--- src/rtl/run_ctrl.sv ---
// Run controller: sequences core reset, counts RUN cycles/retirements, flags HALTED/TIMEOUT/HUNG.
// Latency: every output is registered and updates on the edge that sees the triggering input.
// Backpressure: none; i_restart overrides everything. Optional HUNG detection under `RUN_CTRL_STALL_EN.
module run_ctrl #(
    parameter int RST_CYCLES     = 4,
    parameter int TIMEOUT_CYCLES = 1000,
    parameter int HALT_REPEAT    = 4,
    parameter int STALL_LIMIT    = 64,
    parameter int CNT_W          = 32
) (
    input  logic             i_clk,
    input  logic             i_rstn,
    input  logic             i_restart,
    input  logic [31:0]      i_pc_debug,
    input  logic             i_insn_vld,
    output logic             o_core_rstn,
    output logic             o_done,
    output logic [1:0]       o_status,
    output logic [CNT_W-1:0] o_cycle_cnt,
    output logic [CNT_W-1:0] o_retire_cnt,
    output logic [31:0]      o_halt_pc
);

    localparam int HOLD_W = $clog2(RST_CYCLES + 1);
    localparam int RPT_W  = $clog2(HALT_REPEAT + 1);

    typedef enum logic [2:0] {
        S_HOLD,
        S_RUN,
        S_HALTED,
        S_TIMEOUT,
        S_HUNG
    } state_t;

    state_t             state;
    logic [HOLD_W-1:0]  hold_cnt;
    logic [31:0]        last_pc;
    logic [RPT_W-1:0]   rpt;
    logic [RPT_W-1:0]   rpt_nxt;
    logic [CNT_W-1:0]   cycle_inc;
    logic [CNT_W-1:0]   retire_inc;
    logic               halt_hit;
    logic               tmo_hit;
    logic               hung_hit;

    assign cycle_inc  = (o_cycle_cnt  == '1) ? o_cycle_cnt  : o_cycle_cnt  + 1'b1;
    assign retire_inc = (o_retire_cnt == '1) ? o_retire_cnt : o_retire_cnt + 1'b1;

    // rpt never exceeds HALT_REPEAT-1 while running, so the increment cannot overflow
    assign rpt_nxt  = (i_pc_debug == last_pc) ? rpt + 1'b1 : RPT_W'(1);
    assign halt_hit = i_insn_vld && (rpt_nxt == RPT_W'(HALT_REPEAT));
    assign tmo_hit  = (cycle_inc == CNT_W'(TIMEOUT_CYCLES));

`ifdef RUN_CTRL_STALL_EN
    localparam int IDLE_W = $clog2(STALL_LIMIT + 1);

    logic [IDLE_W-1:0] idle_cnt;
    logic [IDLE_W-1:0] idle_nxt;

    assign idle_nxt = i_insn_vld ? '0 : idle_cnt + 1'b1;
    assign hung_hit = !i_insn_vld && (idle_nxt == IDLE_W'(STALL_LIMIT));

    always_ff @(posedge i_clk or negedge i_rstn) begin
        if (!i_rstn) begin
            idle_cnt <= '0;
        end else if (i_restart || state != S_RUN) begin
            idle_cnt <= '0;
        end else begin
            idle_cnt <= idle_nxt;
        end
    end
`else
    // stall detection compiled out: false for any legal STALL_LIMIT
    assign hung_hit = (STALL_LIMIT < 0);
`endif

    always_ff @(posedge i_clk or negedge i_rstn) begin
        if (!i_rstn) begin
            state        <= S_HOLD;
            hold_cnt     <= '0;
            last_pc      <= '0;
            rpt          <= '0;
            o_core_rstn  <= 1'b0;
            o_done       <= 1'b0;
            o_status     <= 2'b00;
            o_cycle_cnt  <= '0;
            o_retire_cnt <= '0;
            o_halt_pc    <= '0;
        end else if (i_restart) begin
            state        <= S_HOLD;
            hold_cnt     <= '0;
            last_pc      <= '0;
            rpt          <= '0;
            o_core_rstn  <= 1'b0;
            o_done       <= 1'b0;
            o_status     <= 2'b00;
            o_cycle_cnt  <= '0;
            o_retire_cnt <= '0;
            o_halt_pc    <= '0;
        end else begin
            case (state)
                S_HOLD: begin
                    hold_cnt <= hold_cnt + 1'b1;
                    if (hold_cnt == HOLD_W'(RST_CYCLES - 1)) begin
                        state       <= S_RUN;
                        o_core_rstn <= 1'b1;
                    end
                end
                S_RUN: begin
                    o_cycle_cnt <= cycle_inc;
                    if (i_insn_vld) begin
                        o_retire_cnt <= retire_inc;
                        last_pc      <= i_pc_debug;
                        rpt          <= rpt_nxt;
                    end
                    if (halt_hit) begin
                        state     <= S_HALTED;
                        o_status  <= 2'b01;
                        o_done    <= 1'b1;
                        o_halt_pc <= i_pc_debug;
                    end else if (hung_hit) begin
                        state    <= S_HUNG;
                        o_status <= 2'b11;
                        o_done   <= 1'b1;
                    end else if (tmo_hit) begin
                        state    <= S_TIMEOUT;
                        o_status <= 2'b10;
                        o_done   <= 1'b1;
                    end
                end
                default: begin
                    // terminal states are sticky; core stays out of reset
                end
            endcase
        end
    end

endmodule

--- config.mk ---
export PLATFORM = sky130hd
export DESIGN_NAME = run_ctrl
export DESIGN_NICKNAME = d
export VERILOG_FILES = /design/src/rtl/run_ctrl.sv
export SDC_FILE = /design/constraint.sdc
export NUM_CORES = 1
export LEC_CHECK = 0
export CORE_AREA = 2 2 124 126
export CTS_CLUSTER_DIAMETER = 120
export DETAILED_ROUTE_END_ITERATION = 6
export DIE_AREA = 0 0 126 128
export PLACE_DENSITY = 0.82
export SLEW_MARGIN = 20
export SYNTH_ARGS = -nofsm -noshare
export SYNTH_HDL_FRONTEND = slang
export SYNTH_SLANG_ARGS = --single-unit
--- constraint.sdc ---
create_clock -name i_clk -period 3.5 [get_ports i_clk]
set_input_delay 0.525 -clock i_clk [delete_from_list [all_inputs] [get_ports i_clk]]
set_output_delay 0.525 -clock i_clk [all_outputs]
set_load 0.02 [all_outputs]
==> flow_metrics.py <==
metrics = {
    "outcome": {
        "outcome": "finished clean",
    },
    "floorplan": {
        "io_pins": 136,
        "initial_core_util": 0.5003,
        "die_w_um": 126,
        "die-area_um2": 16130,
        "core-area_um2": 14860,
        "die_h_um": 128,
        "rows": 45,
    },
    "timing": {
        "fin_skew_ns": 0.01188,
        "tns_ns": 0,
        "period_share": 0.9042,
        "max_slew_margin": 0.3242,
        "rsz0062_at_grt": "false",
        "max_freq_mhz": 316.0,
        "worst_slack_ns": 0.3352,
        "finalMaxSlewViolations": 0,
        "finalHoldViolations": 0,
        "setup_viol": 0,
        "worst_pin_slew_ns": 1.014,
        "fin_crit_ns": 3.165,
    },
    "cts": {
        "hold_buffers": 0,
        "cts_tree": "built",
        "cts_resized": 0,
        "cts.sinks": 140,
        "htree_levels": 4,
        "cts-root-buf": "clkbuf_16",
        "numCtsBuffers": 17,
        "post_cts_buffers": 0,
        "insertion_delay_ns": 0.43,
        "path_clk_slew_ns": 0.06,
        "cts_buffer_depth": 2,
    },
    "place": {
        "placedCellCount": 1145,
        "io_buffers": 135,
        "place_congestion": 0.9778,
        "hpwl_mm": 13.79,
        "post_dp_cell_area_um2": 9031,
        "place_ws_ns": 0.3426,
    },
    "pwr": {
        "power.share.switching": 0.2298,
        "intPower_mw": 2.940,
        "p_clk_frac": 0.495,
        "peakVddDrop_v": 0.0003329,
        "power_leakage_nw": 3.905,
        "p_switching_mw": 0.8773,
        "finalPower_mw": 3.817,
        "p_seq_frac": 0.437,
        "powerDensity_nw_per_um2": 395.6,
        "comb_power_share": 0.068,
    },
    "worst_setup_path": {
        "timing.rr.end": "o_status[0]$_DFFE_PN0P_",
        "critPathLaunchType": "flip-flop",
        "cp_common_cell": "nand4_1",
        "critical_path_arrival_ns": 3.47,
        "crit_buf_inv": 0,
        "worst_r2r_path_depth": 9,
        "critical_path_class": "flip-flop to flip-flop",
        "reg2reg_slack_ns": 0.34,
        "rr_startpoint": "o_cycle_cnt[0]$_DFFE_PN0P_",
        "cpPeakStageDelay_ns": 0.55,
        "critPathCaptureType": "flip-flop",
        "slowest_stage": "or4_1",
        "crit_chain": "ha_1, nand4_1, or4_1, nor4b_1, xor2_1, a221o_1, nor4_2, nand4_1, a31o_1",
        "cp_max_fo": 8,
        "cpLargestDelayFamily": "simple AND/OR/NAND/NOR gates",
        "worst_ep_required_time_ns": 3.81,
    },
    "synthesis": {
        "synth_area_leaders": "dfrtp_1 (47%), nand2_1 (8.6%), xor2_1 (8.2%), a21oi_1 (5.5%), nor2_1 (4.1%)",
        "yosys_warnings": 0,
        "ys_top_cells_by_count": "nand2_1 (171), dfrtp_1 (140), nor2_1 (82), a21oi_1 (81), xor2_1 (70)",
        "synth.net_count": 883,
        "synth_largest_area_cell": "dfrtp_1",
        "async_flop_share": 1.000,
        "postSynthAreaPerCell_um2": 8.831,
        "synth_most_common_cell": "nand2_1",
        "synth_cell_type_count": 55,
        "synth-seq-cells": 140,
        "synth_cells": 842,
        "synth-edff-count": 0,
        "synth_top_area_frac": 0.4711,
        "yosysSeqAreaShare": 0.4711,
        "netlist_area_um2": 7436,
        "synthFlopType": "dfrtp_1",
    },
    "global_route": {
        "grt_pass1_wl_mm": 32.62,
        "grt_pass1_vias": 6341,
        "grt_start_max_net_pins": 86,
        "grt_antenna_before_repair": 0,
        "gr-total-overflow": 0,
        "grt_usage": 0.2520,
    },
    "layout": {
        "design_area_um2": 9651,
        "finalNonFillerCells": 1175,
        "nFillCells": 1235,
        "multi_input_area_um2": 3716,
        "register_area_um2": 3503,
        "diodes": 0,
        "num-nets-final": 1017,
        "area_growth_pct": 29.78,
        "drive_above_1_share": 0.07903,
    },
    "min_path": {
        "min_path_type": "input port to asynchronous set/reset pin",
    },
    "routing": {
        "drt_wl_total_mm": 19.92,
        "met1Wirelength_mm": 9.005,
        "wl_met2_mm": 9.252,
        "avgViaCountPerCell": 5.704,
        "drc": 0,
        "dr.pass1.iters": 5,
        "wl_met3_mm": 1.293,
        "drtIter0Drc": 603,
        "num_vias": 6702,
        "wire_per_inst_um": 16.95,
        "ant_nets": 0,
        "top_layer": "met4",
    },
    "flow_run": {
        "cap_viol_max_count": 0,
    },
}
## metrics by stage
step / utilization / hold WS, ns
floorplan: - / 0.2294
global placement: 0.6076 / 0.4772
detailed placement: 0.6076 / 0.4935
CTS: 0.6488 / 0.1694
global route: 0.6492 / 0.2116
finish: 0.6492 / 0.1531
## worst max path at each step
stage,slack [ns],startpoint,cells after the start,to
after floorplan,0.42,o_cycle_cnt[0]$_DFFE_PN0P_,10,o_status[0]$_DFFE_PN0P_
final,0.34,o_cycle_cnt[0]$_DFFE_PN0P_,9,o_status[0]$_DFFE_PN0P_
after detailed placement,0.34,o_cycle_cnt[0]$_DFFE_PN0P_,9,o_status[0]$_DFFE_PN0P_
after global routing,0.01,o_cycle_cnt[0]$_DFFE_PN0P_,9,o_status[0]$_DFFE_PN0P_
after global placement,0.44,o_cycle_cnt[0]$_DFFE_PN0P_,9,o_status[0]$_DFFE_PN0P_
after CTS,0.30,o_cycle_cnt[0]$_DFFE_PN0P_,9,o_status[0]$_DFFE_PN0P_
## cell type report
type / instances / area share
clock buffer: 19 / 0.04590
inverter: 10 / 0.003890
multi-input combinational: 646 / 0.3851
clock inverter: 11 / 0.01763
tap: 188 / 0.02437
timing repair buffer: 161 / 0.1601
sequential: 140 / 0.3630
## cell usage in the layout (no fill, tap or decap), types with 2 or more instances in the layout
master / instances
a211oi_1: 5
a211oi_2: 2
a21o_1: 2
a21oi_1: 81
a31oi_1: 2
and2_1: 8
and3_1: 10
and4_1: 8
buf_4: 27
bufinv_16: 4
clkbuf_16: 17
clkdlybuf4s50_1: 133
clkinv_2: 2
clkinv_4: 2
clkinvlp_4: 3
dfrtp_1: 140
ha_1: 5
inv_1: 10
nand2_1: 171
nand3_1: 30
nand4_1: 29
nand4b_1: 2
nor2_1: 82
nor2b_1: 5
nor3_1: 19
nor3_2: 2
nor4_1: 18
nor4_2: 3
nor4_4: 2
nor4b_1: 2
o2111ai_1: 2
o21ai_0: 14
o22ai_1: 2
o31a_1: 2
or2_2: 4
or3_1: 7
or3b_2: 2
or4_1: 6
xnor2_1: 31
xor2_1: 70
## worst reg2reg max path, delay by kind of cell, from the launching register on
kind | cells | cell delay [ns]
fa+ha+maj | 1 | 0.26
xor+xnor | 1 | 0.11
simple gates | 5 | 1.69
flops | 1 | 0.45
compound gates | 2 | 0.55
## power groups by stage
stage	logic, mW	registers, mW	clock network [mW]
floorplan	0.117	1.70	0
global placement	0.259	1.69	0
detailed placement	0.262	1.70	0
CTS	0.265	1.67	1.91
global route	0.290	1.67	1.99
finish	0.261	1.67	1.89
## registers in the layout, indices dropped and copies added, names as in the netlist
| name | cells |
|---|---|
| hold_cnt | 3 |
| last_pc | 32 |
| o_core_rstn | 1 |
| o_cycle_cnt | 32 |
| o_done | 1 |
| o_halt_pc | 32 |
| o_retire_cnt | 32 |
| o_status | 2 |
| rpt | 3 |
| state | 2 |
## layer usage
metal,GRT usage,vias up
li1,-,3155
met2,0.3792,243
met3,0.05217,32
met4,0.08920,0
met5,0,-
met1,0.3639,3272
## cells by family (layout without fill, tap and decap cells)
kind of cell / Yosys count / count (layout) / share of synthesized area
AND/OR/NAND/NOR: 415 / 415 / 0.2714
flip-flops: 140 / 140 / 0.4711
AO/OA/AOI/OAI: 124 / 124 / 0.09861
XOR/XNOR: 101 / 101 / 0.1190
buffers and inverters: 56 / 201 / 0.02995
adder cells (fa/ha/maj): 5 / 5 / 0.008413
multiplexers: 1 / 1 / 0.001514
No activity file was read; power rests on OpenSTA's default activity.
